[src/rtl/heap_chain_if.sv]
// Command and allocator-port bundles for heap_chain.
// master drives requests; slave answers them.
interface hc_cmd_if #(
  parameter int DATA_SZ = 16,
  parameter int ADDR_SZ = 8
);
  logic               i_cmd_valid;
  logic               i_cmd_op;
  logic [DATA_SZ-1:0] i_cmd_arg;
  logic               o_cmd_ready;
  logic               o_done;
  logic [DATA_SZ-1:0] o_result;
  logic [ADDR_SZ:0]   o_count;
  logic               o_err;

  modport master (
    output i_cmd_valid, i_cmd_op, i_cmd_arg,
    input  o_cmd_ready, o_done, o_result,
    input  o_count, o_err
  );

  modport slave (
    input  i_cmd_valid, i_cmd_op, i_cmd_arg,
    output o_cmd_ready, o_done, o_result,
    output o_count, o_err
  );
endinterface

interface hc_mem_if #(
  parameter int DATA_SZ = 16
);
  logic               o_al;
  logic [DATA_SZ-1:0] o_adata;
  logic [DATA_SZ-1:0] i_aaddr;
  logic               i_full;
  logic               o_fr;
  logic [DATA_SZ-1:0] o_faddr;
  logic               o_rd;
  logic [DATA_SZ-1:0] o_raddr;
  logic [DATA_SZ-1:0] i_rdata;
  logic               i_err;

  modport master (
    output o_al, o_adata, o_fr, o_faddr,
    output o_rd, o_raddr,
    input  i_aaddr, i_full, i_rdata, i_err
  );

  modport slave (
    input  o_al, o_adata, o_fr, o_faddr,
    input  o_rd, o_raddr,
    output i_aaddr, i_full, i_rdata, i_err
  );
endinterface

[src/rtl/heap_chain.sv]
// Builds and reclaims NIL-terminated linked cell chains
// by driving the allocator's alloc/free/read ports.
module heap_chain #(
  parameter int DATA_SZ = 16,
  parameter int ADDR_SZ = 8,
  parameter int MEM_MAX = 1 << ADDR_SZ
) (
  input  logic i_clk,
  input  logic i_rst,
  hc_cmd_if.slave  cmd,
  hc_mem_if.master mem
);
  localparam int CW = ADDR_SZ + 1;
  localparam logic [DATA_SZ-1:0] NIL   = DATA_SZ'(1);
  localparam logic [DATA_SZ-1:0] UNDEF = '0;
  localparam logic [CW-1:0] CMAX = CW'(MEM_MAX);

  typedef enum logic [2:0] {
    S_IDLE, S_BUILD, S_BFIN, S_RD,
    S_FR, S_DONE, S_ERR
  } state_t;

  state_t state, state_nx;

  logic [DATA_SZ-1:0] p_q;
  logic [DATA_SZ-1:0] res_q;
  logic [CW-1:0]      rem_q;
  logic [CW-1:0]      cnt_q;
  logic [CW-1:0]      cnt_inc;
  logic [CW-1:0]      arg_n;
  logic               head_bad;
  logic               next_bad;
  logic               accept;

  assign arg_n    = cmd.i_cmd_arg[CW-1:0];
  assign cnt_inc  = cnt_q + CW'(1);
  assign accept   = (state == S_IDLE) && cmd.i_cmd_valid;
  // Fixnum-tagged or UNDEF words can never be cell addresses.
  assign head_bad = (cmd.i_cmd_arg == UNDEF) ||
                    cmd.i_cmd_arg[DATA_SZ-1];
  assign next_bad = (mem.i_rdata == UNDEF) ||
                    mem.i_rdata[DATA_SZ-1];

  always_ff @(posedge i_clk) begin
    if (i_rst) state <= S_IDLE;
    else       state <= state_nx;
  end

  always_comb begin
    state_nx = state;
    if (mem.i_err) begin
      state_nx = S_ERR;
    end else begin
      unique case (state)
        S_IDLE: begin
          if (cmd.i_cmd_valid) begin
            unique case (1'b1)
              !cmd.i_cmd_op && arg_n == '0:
                state_nx = S_DONE;
              !cmd.i_cmd_op && arg_n != '0:
                state_nx = S_BUILD;
              cmd.i_cmd_op && cmd.i_cmd_arg == NIL:
                state_nx = S_DONE;
              cmd.i_cmd_op && cmd.i_cmd_arg != NIL && head_bad:
                state_nx = S_ERR;
              cmd.i_cmd_op && cmd.i_cmd_arg != NIL && !head_bad:
                state_nx = S_RD;
              default: state_nx = S_IDLE;
            endcase
          end
        end
        S_BUILD: begin
          if (mem.i_full)        state_nx = S_ERR;
          else if (rem_q == 1'b1) state_nx = S_BFIN;
        end
        S_BFIN: state_nx = S_DONE;
        S_RD:   state_nx = S_FR;
        S_FR: begin
          if (mem.i_rdata == NIL) state_nx = S_DONE;
          else if (next_bad)      state_nx = S_ERR;
          else if (cnt_inc == CMAX) state_nx = S_ERR;
          else                    state_nx = S_RD;
        end
        S_DONE:  state_nx = S_IDLE;
        S_ERR:   state_nx = S_ERR;
        default: state_nx = S_ERR;
      endcase
    end
  end

  always_ff @(posedge i_clk) begin
    if (i_rst) begin
      p_q   <= '0;
      res_q <= NIL;
      rem_q <= '0;
      cnt_q <= '0;
    end else begin
      unique case (state)
        S_IDLE: begin
          if (accept) begin
            p_q   <= cmd.i_cmd_arg;
            rem_q <= arg_n;
            cnt_q <= '0;
            res_q <= NIL;
          end
        end
        S_BUILD: begin
          if (!mem.i_full) begin
            rem_q <= rem_q - CW'(1);
            cnt_q <= cnt_inc;
          end else begin
            res_q <= (cnt_q != '0) ? mem.i_aaddr : NIL;
          end
        end
        S_BFIN: res_q <= mem.i_aaddr;
        S_FR: begin
          cnt_q <= cnt_inc;
          res_q <= p_q;
          p_q   <= mem.i_rdata;
        end
        default: ;
      endcase
    end
  end

  always_comb begin
    cmd.o_cmd_ready = 1'b0;
    cmd.o_done      = 1'b0;
    cmd.o_err       = 1'b0;
    mem.o_al        = 1'b0;
    mem.o_adata     = '0;
    mem.o_fr        = 1'b0;
    mem.o_faddr     = '0;
    mem.o_rd        = 1'b0;
    mem.o_raddr     = '0;
    unique case (state)
      S_IDLE: cmd.o_cmd_ready = 1'b1;
      S_BUILD: begin
        // Each new cell points at the previous head.
        mem.o_al    = !mem.i_full;
        mem.o_adata = mem.i_full ? '0 :
                      (cnt_q == '0) ? NIL : mem.i_aaddr;
      end
      S_RD: begin
        mem.o_rd    = 1'b1;
        mem.o_raddr = p_q;
      end
      S_FR: begin
        mem.o_fr    = 1'b1;
        mem.o_faddr = p_q;
      end
      S_DONE:  cmd.o_done = 1'b1;
      S_ERR:   cmd.o_err  = 1'b1;
      default: ;
    endcase
  end

  assign cmd.o_result = res_q;
  assign cmd.o_count  = cnt_q;
endmodule

[src/flat_wrapper.sv]
// flat-port wrapper written by rule: the top's interface ports become plain ports
module heap_chain_flat 
#(
  parameter int DATA_SZ = 16,
  parameter int ADDR_SZ = 8,
  parameter int MEM_MAX = 1 << ADDR_SZ
)
  (i_clk, i_rst, cmd_i_cmd_valid, cmd_i_cmd_op, cmd_i_cmd_arg, cmd_o_cmd_ready, cmd_o_done, cmd_o_result, cmd_o_count, cmd_o_err, mem_o_al, mem_o_adata, mem_o_fr, mem_o_faddr, mem_o_rd, mem_o_raddr, mem_i_aaddr, mem_i_full, mem_i_rdata, mem_i_err);
  hc_cmd_if #(.DATA_SZ(DATA_SZ), .ADDR_SZ(ADDR_SZ)) cmd_i ();
  hc_mem_if #(.DATA_SZ(DATA_SZ)) mem_i ();
  input  logic i_clk;
  input  logic i_rst;
  input wire logic [$bits(cmd_i.i_cmd_valid)-1:0] cmd_i_cmd_valid;
  input wire logic [$bits(cmd_i.i_cmd_op)-1:0] cmd_i_cmd_op;
  input wire logic [$bits(cmd_i.i_cmd_arg)-1:0] cmd_i_cmd_arg;
  output wire logic [$bits(cmd_i.o_cmd_ready)-1:0] cmd_o_cmd_ready;
  output wire logic [$bits(cmd_i.o_done)-1:0] cmd_o_done;
  output wire logic [$bits(cmd_i.o_result)-1:0] cmd_o_result;
  output wire logic [$bits(cmd_i.o_count)-1:0] cmd_o_count;
  output wire logic [$bits(cmd_i.o_err)-1:0] cmd_o_err;
  output wire logic [$bits(mem_i.o_al)-1:0] mem_o_al;
  output wire logic [$bits(mem_i.o_adata)-1:0] mem_o_adata;
  output wire logic [$bits(mem_i.o_fr)-1:0] mem_o_fr;
  output wire logic [$bits(mem_i.o_faddr)-1:0] mem_o_faddr;
  output wire logic [$bits(mem_i.o_rd)-1:0] mem_o_rd;
  output wire logic [$bits(mem_i.o_raddr)-1:0] mem_o_raddr;
  input wire logic [$bits(mem_i.i_aaddr)-1:0] mem_i_aaddr;
  input wire logic [$bits(mem_i.i_full)-1:0] mem_i_full;
  input wire logic [$bits(mem_i.i_rdata)-1:0] mem_i_rdata;
  input wire logic [$bits(mem_i.i_err)-1:0] mem_i_err;
  assign cmd_i.i_cmd_valid = cmd_i_cmd_valid;
  assign cmd_i.i_cmd_op = cmd_i_cmd_op;
  assign cmd_i.i_cmd_arg = cmd_i_cmd_arg;
  assign cmd_o_cmd_ready = cmd_i.o_cmd_ready;
  assign cmd_o_done = cmd_i.o_done;
  assign cmd_o_result = cmd_i.o_result;
  assign cmd_o_count = cmd_i.o_count;
  assign cmd_o_err = cmd_i.o_err;
  assign mem_o_al = mem_i.o_al;
  assign mem_o_adata = mem_i.o_adata;
  assign mem_o_fr = mem_i.o_fr;
  assign mem_o_faddr = mem_i.o_faddr;
  assign mem_o_rd = mem_i.o_rd;
  assign mem_o_raddr = mem_i.o_raddr;
  assign mem_i.i_aaddr = mem_i_aaddr;
  assign mem_i.i_full = mem_i_full;
  assign mem_i.i_rdata = mem_i_rdata;
  assign mem_i.i_err = mem_i_err;
  heap_chain #(.DATA_SZ(DATA_SZ), .ADDR_SZ(ADDR_SZ), .MEM_MAX(MEM_MAX)) u_core (.i_clk(i_clk), .i_rst(i_rst), .cmd(cmd_i), .mem(mem_i));
endmodule
[config.mk]
export PLATFORM = sky130hd
export DESIGN_NAME = heap_chain_flat
export DESIGN_NICKNAME = d
export VERILOG_FILES = /design/src/rtl/heap_chain_if.sv /design/src/rtl/heap_chain.sv /design/src/flat_wrapper.sv
export SDC_FILE = /design/constraint.sdc
export NUM_CORES = 1
export LEC_CHECK = 0
export BUFFER_PORTS_ARGS = -buffer_cell sky130_fd_sc_hd__buf_2
export CAP_MARGIN = 20
export CORE_ASPECT_RATIO = 0.5
export CORE_MARGIN = 3
export CORE_UTILIZATION = 35
export CTS_CLUSTER_SIZE = 10
export DETAILED_ROUTE_END_ITERATION = 10
export HOLD_SLACK_MARGIN = 0.06
export PLACE_DENSITY = 0.6
export SETUP_SLACK_MARGIN = 0.5
export SYNTH_ARGS = -nofsm -noshare
export SYNTH_HDL_FRONTEND = slang
export SYNTH_SLANG_ARGS = --single-unit
[constraint.sdc]
create_clock -name i_clk -period 3.7 [get_ports i_clk]
set_input_delay 0.37 -clock i_clk [delete_from_list [all_inputs] [get_ports i_clk]]
set_output_delay 0.37 -clock i_clk [all_outputs]
set_load 0.05 [all_outputs]
==> qor.txt <==
outcome - finished clean
Lkg Pwr - 2.07 nW
worst-margin pin slew - 922 ps
Antenna diodes - 0
hold crit path type - in2reg
R2R Setup Slk - 1170 ps
CTS Buffer Depth - 2
clock root buffer - clkbuf_16
slowest cell on the critical path - nor3b_2
GRT Residual Overflow - 0
Final Hold Fails - 0
Final Net Count - 602
number of port buffers - 132
Sink Count - 53
share of layout cells above drive strength 1 - 29.7%
crit-path cells - inv_1 > nor3b_2 > and2_1 > buf_2
post-route ant nets - 0
hold_ws - 275 ps
Top FF cell, synth - dfxtp_1
Max-cap violations - 0
Post-Synthesis Cell Area - 3340 um^2
Synth area leader - dfxtp_1
Critical Path Fanout Max - 20
Vias/cell - 5.27
Setup Buffers After CTS - 0
syn_nets - 481
Slowest Stage Delay on Critical Path - 790 ps
Worst Path Buf+Inv - 2
CTS tree - built
Setup crit end kind - primary output
async set-reset flop share out of synthesis - 0%
synthesized flop and latch total - 53
unrepaired setup endpoints after global routing - no
die area - 10800 um^2
global-route wire length before repair - 16.2 mm
cts hold-fix bufs - 0
Crit path arrival time - 2550 ps
Reg clk slew, reported paths - 70 ps
Critical Path Stages - 4
cell area power density - 405 nW/um^2
post_cts resized - 0
Syn Area/Cell - 7.89 um^2
Post-synth EDFFs - 0
Synth top area share - 31.8%
crit share post-route - 79.0%
Area contributors post-synth - dfxtp_1 32%, and2_1 6.7%, nor2_1 6.3%
# DRC - 0
Area Overhead vs Synth - 27.3%
DR pass1 iterations - 4
Setup crit end - mem_o_raddr[3]
VDD IR max - 0.197 mV
number of global-route vias before repair - 3085
I/O Pins - 133
H-tree depth - 2
total track usage - 19.0%
Critical Path Start Type - flop
Final Setup Violations - 0
Yosys cell types - 63
post-synthesis cell count - 423
Setup TNS Final - 0 ps
insertion delay of the later-clocked pin in the worst-skew pair - 300 ps
antenna violations before repair - 0
register area share after synthesis - 31.8%
via count - 3492
Rows - 24
FILL cells - 937
depth of the worst register-to-register path - 5
detailed placement HPWL - 8.10 mm
Fmax - 342 MHz
chip height - 75.0 um
final wirelength - 10.6 mm
WL/cell - 15.9 um
origin of the critical flop-to-flop path - u_core.state[2]
largest net degree at the start of global routing - 40
Setup crit start - u_core.state[0]
GP Congestion - 0.868
die width - 144 um
DRC marker count from the first detailed-route iteration - 225
CP Data Required Time - 3330 ps
cts bufs inserted - 5
r2r endpoint - u_core.p_q[6]
critical path's top delay family - simple AND/OR/NAND/NOR gates
post-route minimum period - 2920 ps
Slew headroom - 38.2%
crit path kind - reg2out
Initial Util - 37.2%
final setup skew - 3.16 ps
Yosys Warn Count - 0
Slew Viols, Final - 0
core box area - 8980 um^2
[synthesized netlist by cell type (all sizes together), types with 15 or more instances]
library cell / n
nand2: 17
nor2: 57
and2: 36
o21ai: 18
and3: 19
dfxtp: 53
clkbuf: 18
mux2i: 17
a211oi: 18
a22o: 15
a21oi: 25
a21o: 16
[final cells by class]
class | instances | area, um^2 | share of cell area, %
timing repair buffer | 138 | 706 | 16.6
inverter | 12 | 45.0 | 1.06
tap | 117 | 146 | 3.45
multi-input combinational | 334 | 2150 | 50.5
clock inverter | 2 | 15.0 | 0.353
sequential | 53 | 1060 | 25.0
clock buffer | 6 | 129 | 3.03
[report_power, final]
part | internal (W) | leakage [nW] | switching, W | total, W
logic | 0.000181 | 1.57 | 0.000369 | 0.000550
clock network | 0.000252 | 0.0631 | 0.000218 | 0.000469
registers | 0.000629 | 0.434 | 0.0000714 | 0.000701
total | 0.00106 | 2.07 | 0.000658 | 0.00172
[cells in the final DEF (no fill, tap or decap), types with 2 or more instances in the layout]
cell and n:
buf_2 132, nor2_1 56, dfxtp_1 53, and2_1 36, a21oi_1 25, and3_1 18
o21ai_0 18, a211oi_1 18, nand2_1 17, mux2i_1 17, a21o_1 16, a22o_1 15
inv_1 12, nor3_1 10, nand3_1 10, nor4_1 8, buf_4 6, clkbuf_16 5
nand2b_1 4, nand3b_1 4, a31oi_1 4, ha_1 4, or3_1 3, o22ai_1 3
or4_1 3, a311oi_1 3, nor3b_2 2, nor4b_1 2, nor3_2 2, nand4_1 2
a311o_1 2, or4_4 2, clkinvlp_4 2
[kinds of logic (layout without fill, tap and decap cells)]
group / after synthesis / in the layout / share of synthesized area [%]
xor+xnor: 1 / 1 / 0.263
compound gates: 119 / 119 / 24.8
mux: 17 / 17 / 5.10
flops: 53 / 53 / 31.8
buf+inv: 36 / 158 / 4.76
simple gates: 193 / 193 / 31.8
fa+ha+maj: 4 / 4 / 1.50
[sequential cells by signal, indices dropped and copies added (netlist names)]
signal / count
u_core.cmd.o_count: 9
u_core.p_q: 16
u_core.state: 3
u_core.rem_q: 9
u_core.cmd.o_result: 16
[how the worst min path moves through the flow]
stage                              end  cells past startpoint  slack (ps)                    start
4_1_cts        u_core.cmd.o_result[11]                      2         270          mem_i_aaddr[11]
3_5_place_dp   u_core.cmd.o_result[13]                      2         440  u_core.cmd.o_result[13]
5_1_grt        u_core.cmd.o_result[11]                      2         280          mem_i_aaddr[11]
6_report       u_core.cmd.o_result[11]                      2         270          mem_i_aaddr[11]
2_1_floorplan          u_core.rem_q[3]                      2         470          u_core.rem_q[3]
3_3_place_gp   u_core.cmd.o_result[13]                      2         440  u_core.cmd.o_result[13]
[metal layers]
metal | GRT usage (%) | vias to the layer above | wire, um
met1 | 26.2 | 1615 | 5180
met3 | 2.92 | 11 | 430
met5 | 0 | - | 0
li1 | - | 1789 | -
met4 | 5.01 | 0 | 159
met2 | 31.5 | 77 | 4780
[metrics by stage]
step	setup slack [ps]	total power (W)	instance area, um^2	util, %	cells
floorplan	1040	0.00110	3340	-	423
global placement	1200	0.00126	4100	45.6	653
detailed placement	1060	0.00126	4100	45.6	653
global route	511	0.00182	4250	47.3	662
finish	777	0.00172	4250	47.3	662
CTS	764	0.00174	4240	47.2	661
Note: power is estimated with default switching activity, not from simulation.
